[config.mk]
export PLATFORM = sky130hd
export DESIGN_NAME = dmem_arbiter
export DESIGN_NICKNAME = d
export VERILOG_FILES = /design/src/rtl/dmem_pkg.sv /design/src/rtl/dmem_align_chk.sv /design/src/rtl/dmem_arbiter.sv
export SDC_FILE = /design/constraint.sdc
export NUM_CORES = 1
export LEC_CHECK = 0
export CAP_MARGIN = 5
export CORE_AREA = 2 2 120 122
export CTS_CLUSTER_DIAMETER = 100
export CTS_CLUSTER_SIZE = 14
export DETAILED_ROUTE_END_ITERATION = 16
export DIE_AREA = 0 0 122 124
export HOLD_SLACK_MARGIN = 0.1
export PLACE_DENSITY_LB_ADDON = 0.12
export SYNTH_ARGS = -nofsm -noshare
export SYNTH_HDL_FRONTEND = slang
export SYNTH_SLANG_ARGS = --single-unit
[constraint.sdc]
create_clock -name clk -period 4.3 [get_ports clk]
set_input_delay 0.86 -clock clk [delete_from_list [all_inputs] [get_ports clk]]
set_output_delay 0.86 -clock clk [all_outputs]
set_load 0.02 [all_outputs]
[src/rtl/dmem_pkg.sv]
// Shared definitions for the data-memory arbiter: funct3 codes, FSM encoding
// and the access legality rule.
package dmem_pkg;

  localparam logic [2:0] F3_B  = 3'b000;
  localparam logic [2:0] F3_H  = 3'b001;
  localparam logic [2:0] F3_W  = 3'b010;
  localparam logic [2:0] F3_BU = 3'b100;
  localparam logic [2:0] F3_HU = 3'b101;

  typedef enum logic [1:0] {
    IDLE     = 2'd0,
    GNT_CORE = 2'd1,
    GNT_DBG  = 2'd2
  } arb_state_t;

  // Unsigned widths are load-only; halfword/word need natural alignment.
  function automatic logic access_legal(input logic we, input logic [2:0] funct3,
                                        input logic [1:0] addr_lo);
    logic ok;
    ok = 1'b0;
    case (funct3)
      F3_B:    ok = 1'b1;
      F3_H:    ok = ~addr_lo[0];
      F3_W:    ok = (addr_lo == 2'b00);
      F3_BU:   ok = ~we;
      F3_HU:   ok = ~we & ~addr_lo[0];
      default: ok = 1'b0;
    endcase
    return ok;
  endfunction

endpackage

[src/rtl/dmem_align_chk.sv]
// Combinational legality check applied to the request currently holding the
// memory port.
module dmem_align_chk
  import dmem_pkg::*;
(
  input  logic       we,
  input  logic [2:0] funct3,
  input  logic [1:0] addr_lo,
  output logic       legal
);

  assign legal = access_legal(we, funct3, addr_lo);

endmodule

[src/rtl/dmem_arbiter.sv]
// Core/debug arbiter and sequencer for the single-port data memory.
// Optional starvation guard for the debug port: define DMEM_ARB_FAIRNESS_EN.
module dmem_arbiter
  import dmem_pkg::*;
#(
  parameter int ADDR_WIDTH   = 32,
  parameter int DATA_WIDTH   = 32,
  parameter int STARVE_LIMIT = 4
) (
  input  logic                  clk,
  input  logic                  reset,
  input  logic                  core_req,
  input  logic                  core_we,
  input  logic [2:0]            core_funct3,
  input  logic [ADDR_WIDTH-1:0] core_addr,
  input  logic [DATA_WIDTH-1:0] core_wdata,
  input  logic                  dbg_req,
  input  logic                  dbg_we,
  input  logic [2:0]            dbg_funct3,
  input  logic [ADDR_WIDTH-1:0] dbg_addr,
  input  logic [DATA_WIDTH-1:0] dbg_wdata,
  output logic                  core_ack,
  output logic                  core_rvalid,
  output logic [DATA_WIDTH-1:0] core_rdata,
  output logic                  core_err,
  output logic                  core_stall,
  output logic                  dbg_ack,
  output logic                  dbg_rvalid,
  output logic [DATA_WIDTH-1:0] dbg_rdata,
  output logic                  dbg_err,
  output logic                  mem_wr_en,
  output logic [2:0]            mem_funct3,
  output logic [ADDR_WIDTH-1:0] mem_addr,
  output logic [DATA_WIDTH-1:0] mem_wr_data,
  input  logic [DATA_WIDTH-1:0] mem_rd_data
);

  arb_state_t state, state_nxt;

  logic                  sel_we;
  logic [2:0]            sel_funct3;
  logic [ADDR_WIDTH-1:0] sel_addr;
  logic [DATA_WIDTH-1:0] sel_wdata;
  logic                  legal;
  logic                  dbg_first;
  logic [DATA_WIDTH-1:0] load_data;

`ifdef DMEM_ARB_FAIRNESS_EN
  localparam int CNT_W = $clog2(STARVE_LIMIT + 1);
  logic [CNT_W-1:0] starve_cnt;

  always_ff @(posedge clk or posedge reset) begin
    if (reset) starve_cnt <= '0;
    else if (state == GNT_DBG || !dbg_req) starve_cnt <= '0;
    else if (state == GNT_CORE && starve_cnt < CNT_W'(STARVE_LIMIT))
      starve_cnt <= starve_cnt + CNT_W'(1);
  end

  assign dbg_first = (starve_cnt >= CNT_W'(STARVE_LIMIT));
`else
  // Limit is inert without the counter; a negative limit is never configured.
  assign dbg_first = (STARVE_LIMIT < 0);
`endif

  always_ff @(posedge clk or posedge reset) begin
    if (reset) state <= IDLE;
    else       state <= state_nxt;
  end

  // The port holding the grant is left out, so back-to-back grants alternate.
  always_comb begin
    state_nxt = IDLE;
    case (state)
      GNT_CORE: if (dbg_req) state_nxt = GNT_DBG;
      GNT_DBG:  if (core_req) state_nxt = GNT_CORE;
      default: begin
        if (dbg_req && dbg_first) state_nxt = GNT_DBG;
        else if (core_req)        state_nxt = GNT_CORE;
        else if (dbg_req)         state_nxt = GNT_DBG;
      end
    endcase
  end

  always_comb begin
    sel_we     = 1'b0;
    sel_funct3 = '0;
    sel_addr   = '0;
    sel_wdata  = '0;
    case (state)
      GNT_CORE: begin
        sel_we     = core_we;
        sel_funct3 = core_funct3;
        sel_addr   = core_addr;
        sel_wdata  = core_wdata;
      end
      GNT_DBG: begin
        sel_we     = dbg_we;
        sel_funct3 = dbg_funct3;
        sel_addr   = dbg_addr;
        sel_wdata  = dbg_wdata;
      end
      default: ;
    endcase
  end

  dmem_align_chk u_align_chk (
    .we      (sel_we),
    .funct3  (sel_funct3),
    .addr_lo (sel_addr[1:0]),
    .legal   (legal)
  );

  assign core_ack    = (state == GNT_CORE);
  assign dbg_ack     = (state == GNT_DBG);
  assign core_stall  = core_req & ~core_ack;

  assign mem_wr_en   = (core_ack | dbg_ack) & sel_we & legal;
  assign mem_funct3  = sel_funct3;
  assign mem_addr    = sel_addr;
  assign mem_wr_data = sel_wdata;

  assign load_data   = (legal & ~sel_we) ? mem_rd_data : '0;

  always_ff @(posedge clk or posedge reset) begin
    if (reset) begin
      core_rvalid <= 1'b0;
      core_err    <= 1'b0;
      core_rdata  <= '0;
      dbg_rvalid  <= 1'b0;
      dbg_err     <= 1'b0;
      dbg_rdata   <= '0;
    end else begin
      core_rvalid <= core_ack;
      core_err    <= core_ack & ~legal;
      dbg_rvalid  <= dbg_ack;
      dbg_err     <= dbg_ack & ~legal;
      if (core_ack) core_rdata <= load_data;
      if (dbg_ack)  dbg_rdata  <= load_data;
    end
  end

endmodule

# Word level (Yosys, flattened, before mapping)
# Cells that the tools add are included.
# Widths: inputs -> output; s select.
op_classes:
  eq_ne: 6
  mux: 10
  bitwise: 12
  reduce_logical: 2
op_table:
  columns: ["op", "n"]
  rows:
  - ["$pmux 32 s2", 2]
  - ["$mux 32", 1]
  - ["$and 1x1->1", 7]
  - ["$eq 3x3->1 const B", 2]
  - ["$pmux 3 s2", 1]
  - ["$pmux 1 s5", 1]
  - ["$mux 2", 2]
  - ["$not 1->1", 4]
  - ["$pmux 2 s2", 1]
  - ["$eq 3x1->1 const B", 1]
  - ["$eq 3x2->1 const B", 1]
  - ["$logic_not 3->1", 1]
  - ["$eq 2x1->1 const B", 1]
  - ["$eq 2x2->1 const B", 1]
  - ["$logic_not 2->1", 1]
  - ["$pmux 1 s2", 1]
  - ["$mux 1", 1]
  - ["$or 1x1->1", 1]
totals:
  ff_bits: 70
  out_inout_bits: 139
  elab_cells: 37

# Longest topological paths before layout
# Gate-level depths: netlist of run 1.
depth:
  depth_word: 7
  ltp_mapped: 9
  ltp_nobuf: 6

# Hierarchy
# From an unflattened synthesis of run 1, not the netlist that was laid out.
hier_totals:
  hier_cells: 255
  hier_area_um2: 3290.7
by_module_without_submodules:
  columns: ["mod", "instances", "cells_each", "area_per_inst_um2", "seq_area_each_um2"]
  rows:
  - ["dmem_arbiter", 1, 253, 3271.9, 1751.7]
  - ["dmem_align_chk", 1, 2, 18.8, 0.0]

# Least setup slack after synthesis of run 1
# Ideal clock, no wire load.
synth_path:
  path_type: "input -> output"
  startpoint: "input dbg_funct3[0]"
  endpoint: "output mem_wr_en"
  arrival_ns: 2.028
  required_ns: 3.440
  path_slack_ns: 1.412
  path_stages: 4
  cell_sequence: "a22oi_1 nor2_1 o311a_1 nor3_1"
synth_between:
  elab_chain_cells: 4
synth_lines:
  columns: ["element", "line", "source"]
  rows:
  - ["from (decl)", "dmem_arbiter.sv:19", "input logic [2:0] dbg_funct3,"]
  - ["$pmux 3 s2 *", "dmem_arbiter.sv:89", "case (state)"]
  - ["named net mem_funct3[0]", "dmem_arbiter.sv:32", "output logic [2:0] mem_funct3,"]
  - ["$eq 3x3->1 (tied with other cells)", "dmem_pkg.sv:22", "case (funct3)"]
  - ["$pmux 1 s5 *", "dmem_pkg.sv:22", null]
  - ["$and 1x1->1 *", "dmem_arbiter.sv:117", "assign mem_wr_en = (core_ack | dbg_ack) & sel_we & legal;"]
  - ["to (decl)", "dmem_arbiter.sv:31", "output logic mem_wr_en,"]
# The timed path passes the listed nets; every way through them passes the cells marked *.

# Worst setup path in the final report of run 1
layout_path:
  startpoint: "input dbg_funct3[0]"
  endpoint: "output mem_wr_en"
layout_between:
  elab_chain_cells: 4
layout_lines:
  columns: ["element", "line"]
  rows:
  - ["$pmux 3 s2 *", "dmem_arbiter.sv:89"]
  - ["$eq 3x3->1 (tied with other cells)", "dmem_pkg.sv:22"]
  - ["$pmux 1 s5 *", "dmem_pkg.sv:22"]
  - ["$and 1x1->1 *", "dmem_arbiter.sv:117"]
# Mark *: on every way between the ends. The rest lies on a longest branch, timed or not.

==> results of run 1 <==
## where the power goes
group          switching (mW)  internal (mW)
logic                    1.78           1.58
registers               0.164          0.970
clock network           0.264          0.448
## cells by family (layout without fill, tap and decap cells)
group	after synthesis	after routing
other cells	0	1
simple gates	80	80
flops	70	70
fa+ha+maj	2	2
buf+inv	112	401
compound gates	141	141
## per-layer routing
layer / wire length (um) / global-route usage
met4: 288 / 0.06609
met1: 6826 / 0.2623
met3: 1602 / 0.06364
met2: 8342 / 0.3509
met5: 0 / 0
## final timing paths
kind / to / depth (start not counted)
max: mem_wr_en / 6
min: core_rdata[12]$_DFFE_PP0N_ / 2
max reg2reg: core_rdata[30]$_DFFE_PP0N_ / 7
min reg2reg: core_rdata[12]$_DFFE_PP0N_ / 2
max in group asynchronous: core_rdata[26]$_DFFE_PP0N_ / 3
min in group asynchronous: core_rdata[18]$_DFFE_PP0N_ / 2
## critical path: stages
cell,delay (ps)
sky130_fd_sc_hd__clkdlybuf4s50_1,440
sky130_fd_sc_hd__a22oi_1,260
sky130_fd_sc_hd__nor2_1,90
sky130_fd_sc_hd__o311a_1,370
sky130_fd_sc_hd__nor3_1,220
sky130_fd_sc_hd__clkdlybuf4s50_1,660
## placed cells by master (no fill, tap or decap), drive strengths merged
master         synthesis  layout
a22oi                  6       6
ha                     2       2
clkdlybuf4s50          0     310
o311a                  1       1
clkinvlp               0       1
o22ai                 64      64
nor2                   5       5
buf                   24       8
inv                   67      67
o211a                  1       1
a22o                  63      63
dfrtp                 70      70
nor2b                  3       3
clkinv                 0       2
o41ai                  2       2
nand3                 64      64
diode                  0       1
nor3                   2       2
a21oi                  1       1
bufinv                 0       1
clkbuf                21      12
or2                    3       3
o21a                   3       3
and3                   1       1
nand2                  2       2
## synthesized netlist by cell type (2+ instances only)
library cell,n
sky130_fd_sc_hd__nand2_1,2
sky130_fd_sc_hd__o21a_1,3
sky130_fd_sc_hd__o22ai_2,40
sky130_fd_sc_hd__or2_1,2
sky130_fd_sc_hd__ha_1,2
sky130_fd_sc_hd__o41ai_1,2
sky130_fd_sc_hd__inv_1,67
sky130_fd_sc_hd__buf_2,12
sky130_fd_sc_hd__buf_1,4
sky130_fd_sc_hd__nand3_1,64
sky130_fd_sc_hd__nor2_1,5
sky130_fd_sc_hd__a22oi_1,6
sky130_fd_sc_hd__a22o_1,63
sky130_fd_sc_hd__buf_6,5
sky130_fd_sc_hd__dfrtp_1,70
sky130_fd_sc_hd__nor3_1,2
sky130_fd_sc_hd__o22ai_1,24
sky130_fd_sc_hd__nor2b_1,3
sky130_fd_sc_hd__buf_4,3
sky130_fd_sc_hd__clkbuf_1,21
## state kept, by name, indices dropped and copies added, names as in the netlist
register / cells
core_err: 1
dbg_rdata: 32
dbg_err: 1
dbg_rvalid: 1
core_rdata: 32
core_rvalid: 1
state: 2
## cell type report
type	instances	area [um^2]	share of cell area
well taps	180	225.2	0.03018
flip-flops and latches	70	1752	0.2347
diodes	1	2.502	0.0003353
multi-input cells	223	1773	0.2376
clock inverters	4	47.55	0.006370
inverters	67	251.5	0.03370
repair buffers	318	3176	0.4255
clock buffers	12	236.5	0.03168
## stage by stage
step | std cells | utilization | setup slack [ps] | cell area (um^2)
after CTS | 874 | 0.5438 | 554.1 | 7461
after detailed placement | 858 | 0.5231 | 558.5 | 7177
final | 875 | 0.5440 | 539.6 | 7463
after global routing | 875 | 0.5440 | 505.4 | 7463
after floorplan | 405 | - | 1412 | 3979
after global placement | 858 | 0.5231 | 603.2 | 7177
==> impl_metrics.py, run 1 <==
metrics = {
    "status": {
        "status": "finished clean",
    },
    "route": {
        "residual_drc": 0,
        "via_per_inst": 4.885,
        "routed_wirelength_mm": 17.06,
        "drt_first_pass_iters": 4,
        "first_iter_violations": 296,
        "routed_wire_length_per_instance_um": 19.50,
        "vias_after_detailed_routing": 4274,
        "antenna_violating_nets_post_route": 0,
    },
    "synth": {
        "post_synthesis_sequential_area_ratio": 0.4403,
        "synth_edf_count": 0,
        "yosysTopAreaCell": "sky130_fd_sc_hd__dfrtp_1",
        "synth_seq_cells": 70,
        "yosys_warnings": 0,
        "synth_simple_gate_area_share": 0.1019,
        "complex_gate_fraction_of_the_synthesized_area": 0.3299,
        "synth_xor_area_frac": 0,
        "yosys-mux-area-fraction": 0,
        "synth_area_mm2": 0.003979,
        "synth_ff_type": "sky130_fd_sc_hd__dfrtp_1",
        "post_syn_instances": 405,
        "synth-async-reset-ratio": 1.000,
        "largest_family_of_logic_cells_by_synthesized_area": "compound AO/OA/AOI/OAI gates",
        "synth.area.top_cells": "sky130_fd_sc_hd__dfrtp_1, sky130_fd_sc_hd__a22o_1, sky130_fd_sc_hd__o22ai_2",
        "syn-mean-instance-area_um2": 9.824,
        "synth_fa_ha_area_frac": 0.006289,
        "synth_cell_types": 25,
        "synthesis.nets": 579,
        "synthDominantCellAreaShare": 0.4403,
    },
    "setup_path": {
        "reg_to_reg_startpoint": "state[0]$_DFF_PP0_",
        "crit_path_max_fanout": 2,
        "setup.worst_path.start": "dbg_funct3[0]",
        "timing.critical_path.to_type": "primary output",
        "critical_path_launch_point_type": "primary input",
        "critPathArrivalTime_ps": 2900,
        "worstPathRequired_ps": 3440,
        "reg2reg_setup_slack_ps": 1440,
        "worstSetupPathType": "primary input to primary output",
    },
    "grt": {
        "first_global_vias": 4156,
        "largest_net_degree_at_the_start_of_global_routing": 69,
        "grt_antenna_before_repair": 1,
        "grt_pass1_wl_mm": 23.87,
        "grt.overflow.total": 0,
        "grt_util_all_layers": 0.2106,
    },
    "place": {
        "detailed_place_hpwl_mm": 13.06,
        "port_buffers": 310,
        "finalWeightedCongestion": 0.8373,
    },
    "final_layout": {
        "synthToLayoutAreaGrowth_pct": 87.58,
        "nNetsFinal": 863,
        "filler_cell_count": 1261,
        "layout-drive-gt1-share": 0.09942,
    },
    "cts": {
        "path_clk_slew_ps": 60,
        "cts_tree": "built",
        "clkLatencyLatePin_ps": 320,
        "clock_sink_count": 70,
        "max-clock-path-buffers": 2,
        "cts.root.buffer_cell": "sky130_fd_sc_hd__clkbuf_16",
        "cts_post_setup_buffers_inserted": 0,
        "postCtsResizedCells": 0,
        "cts-buffers-inserted": 9,
        "htree_levels": 3,
        "cts_hold_repair.buffers": 0,
    },
    "floorplan": {
        "standard_cell_rows": 43,
        "chipWidth_um": 122,
        "dieArea_mm2": 0.01513,
        "floorplan.core_area_mm2": 0.01372,
        "design.portCount": 311,
        "start_util": 0.2900,
        "die_height_um": 124,
    },
    "sta": {
        "finalClockSkew_ps": 5.142,
        "rsz_0062_raised_after_global_routing": "no",
        "setup-tns-final_ps": 0,
        "finalSetupViolations": 0,
        "final.period_utilization": 0.8745,
        "transition_time_of_the_tightest_slew_check_pin_ps": 982.9,
        "min_period_ps": 3760,
        "finalHoldWorstSlack_ps": 526.7,
        "timing.slew.headroom": 0.3447,
        "timing.final.hold_violations": 0,
        "max_freq_mhz": 265.9,
        "finalMaxSlewViolations": 0,
    },
    "power": {
        "power.static_leakage_nw": 3.069,
        "ir_worst_vdd_v": 0.0004292,
        "pwr_density_cell_mw_per_mm2": 696.5,
        "total_power_mw": 5.198,
    },
    "min_path": {
        "worstHoldPathType": "flip-flop to flip-flop",
        "hold_start": "core_rdata[12]$_DFFE_PP0N_",
    },
    "run": {
        "maxCapViolations": 0,
    },
}
No activity file was read; power rests on OpenSTA's default activity.
==> run 2, diff against run 1 <==
- SETUP_SLACK_MARGIN: unset -> 0.15
==> results of run 2 <==
The final DEF is identical to that of run 1; final timing and power are the same.
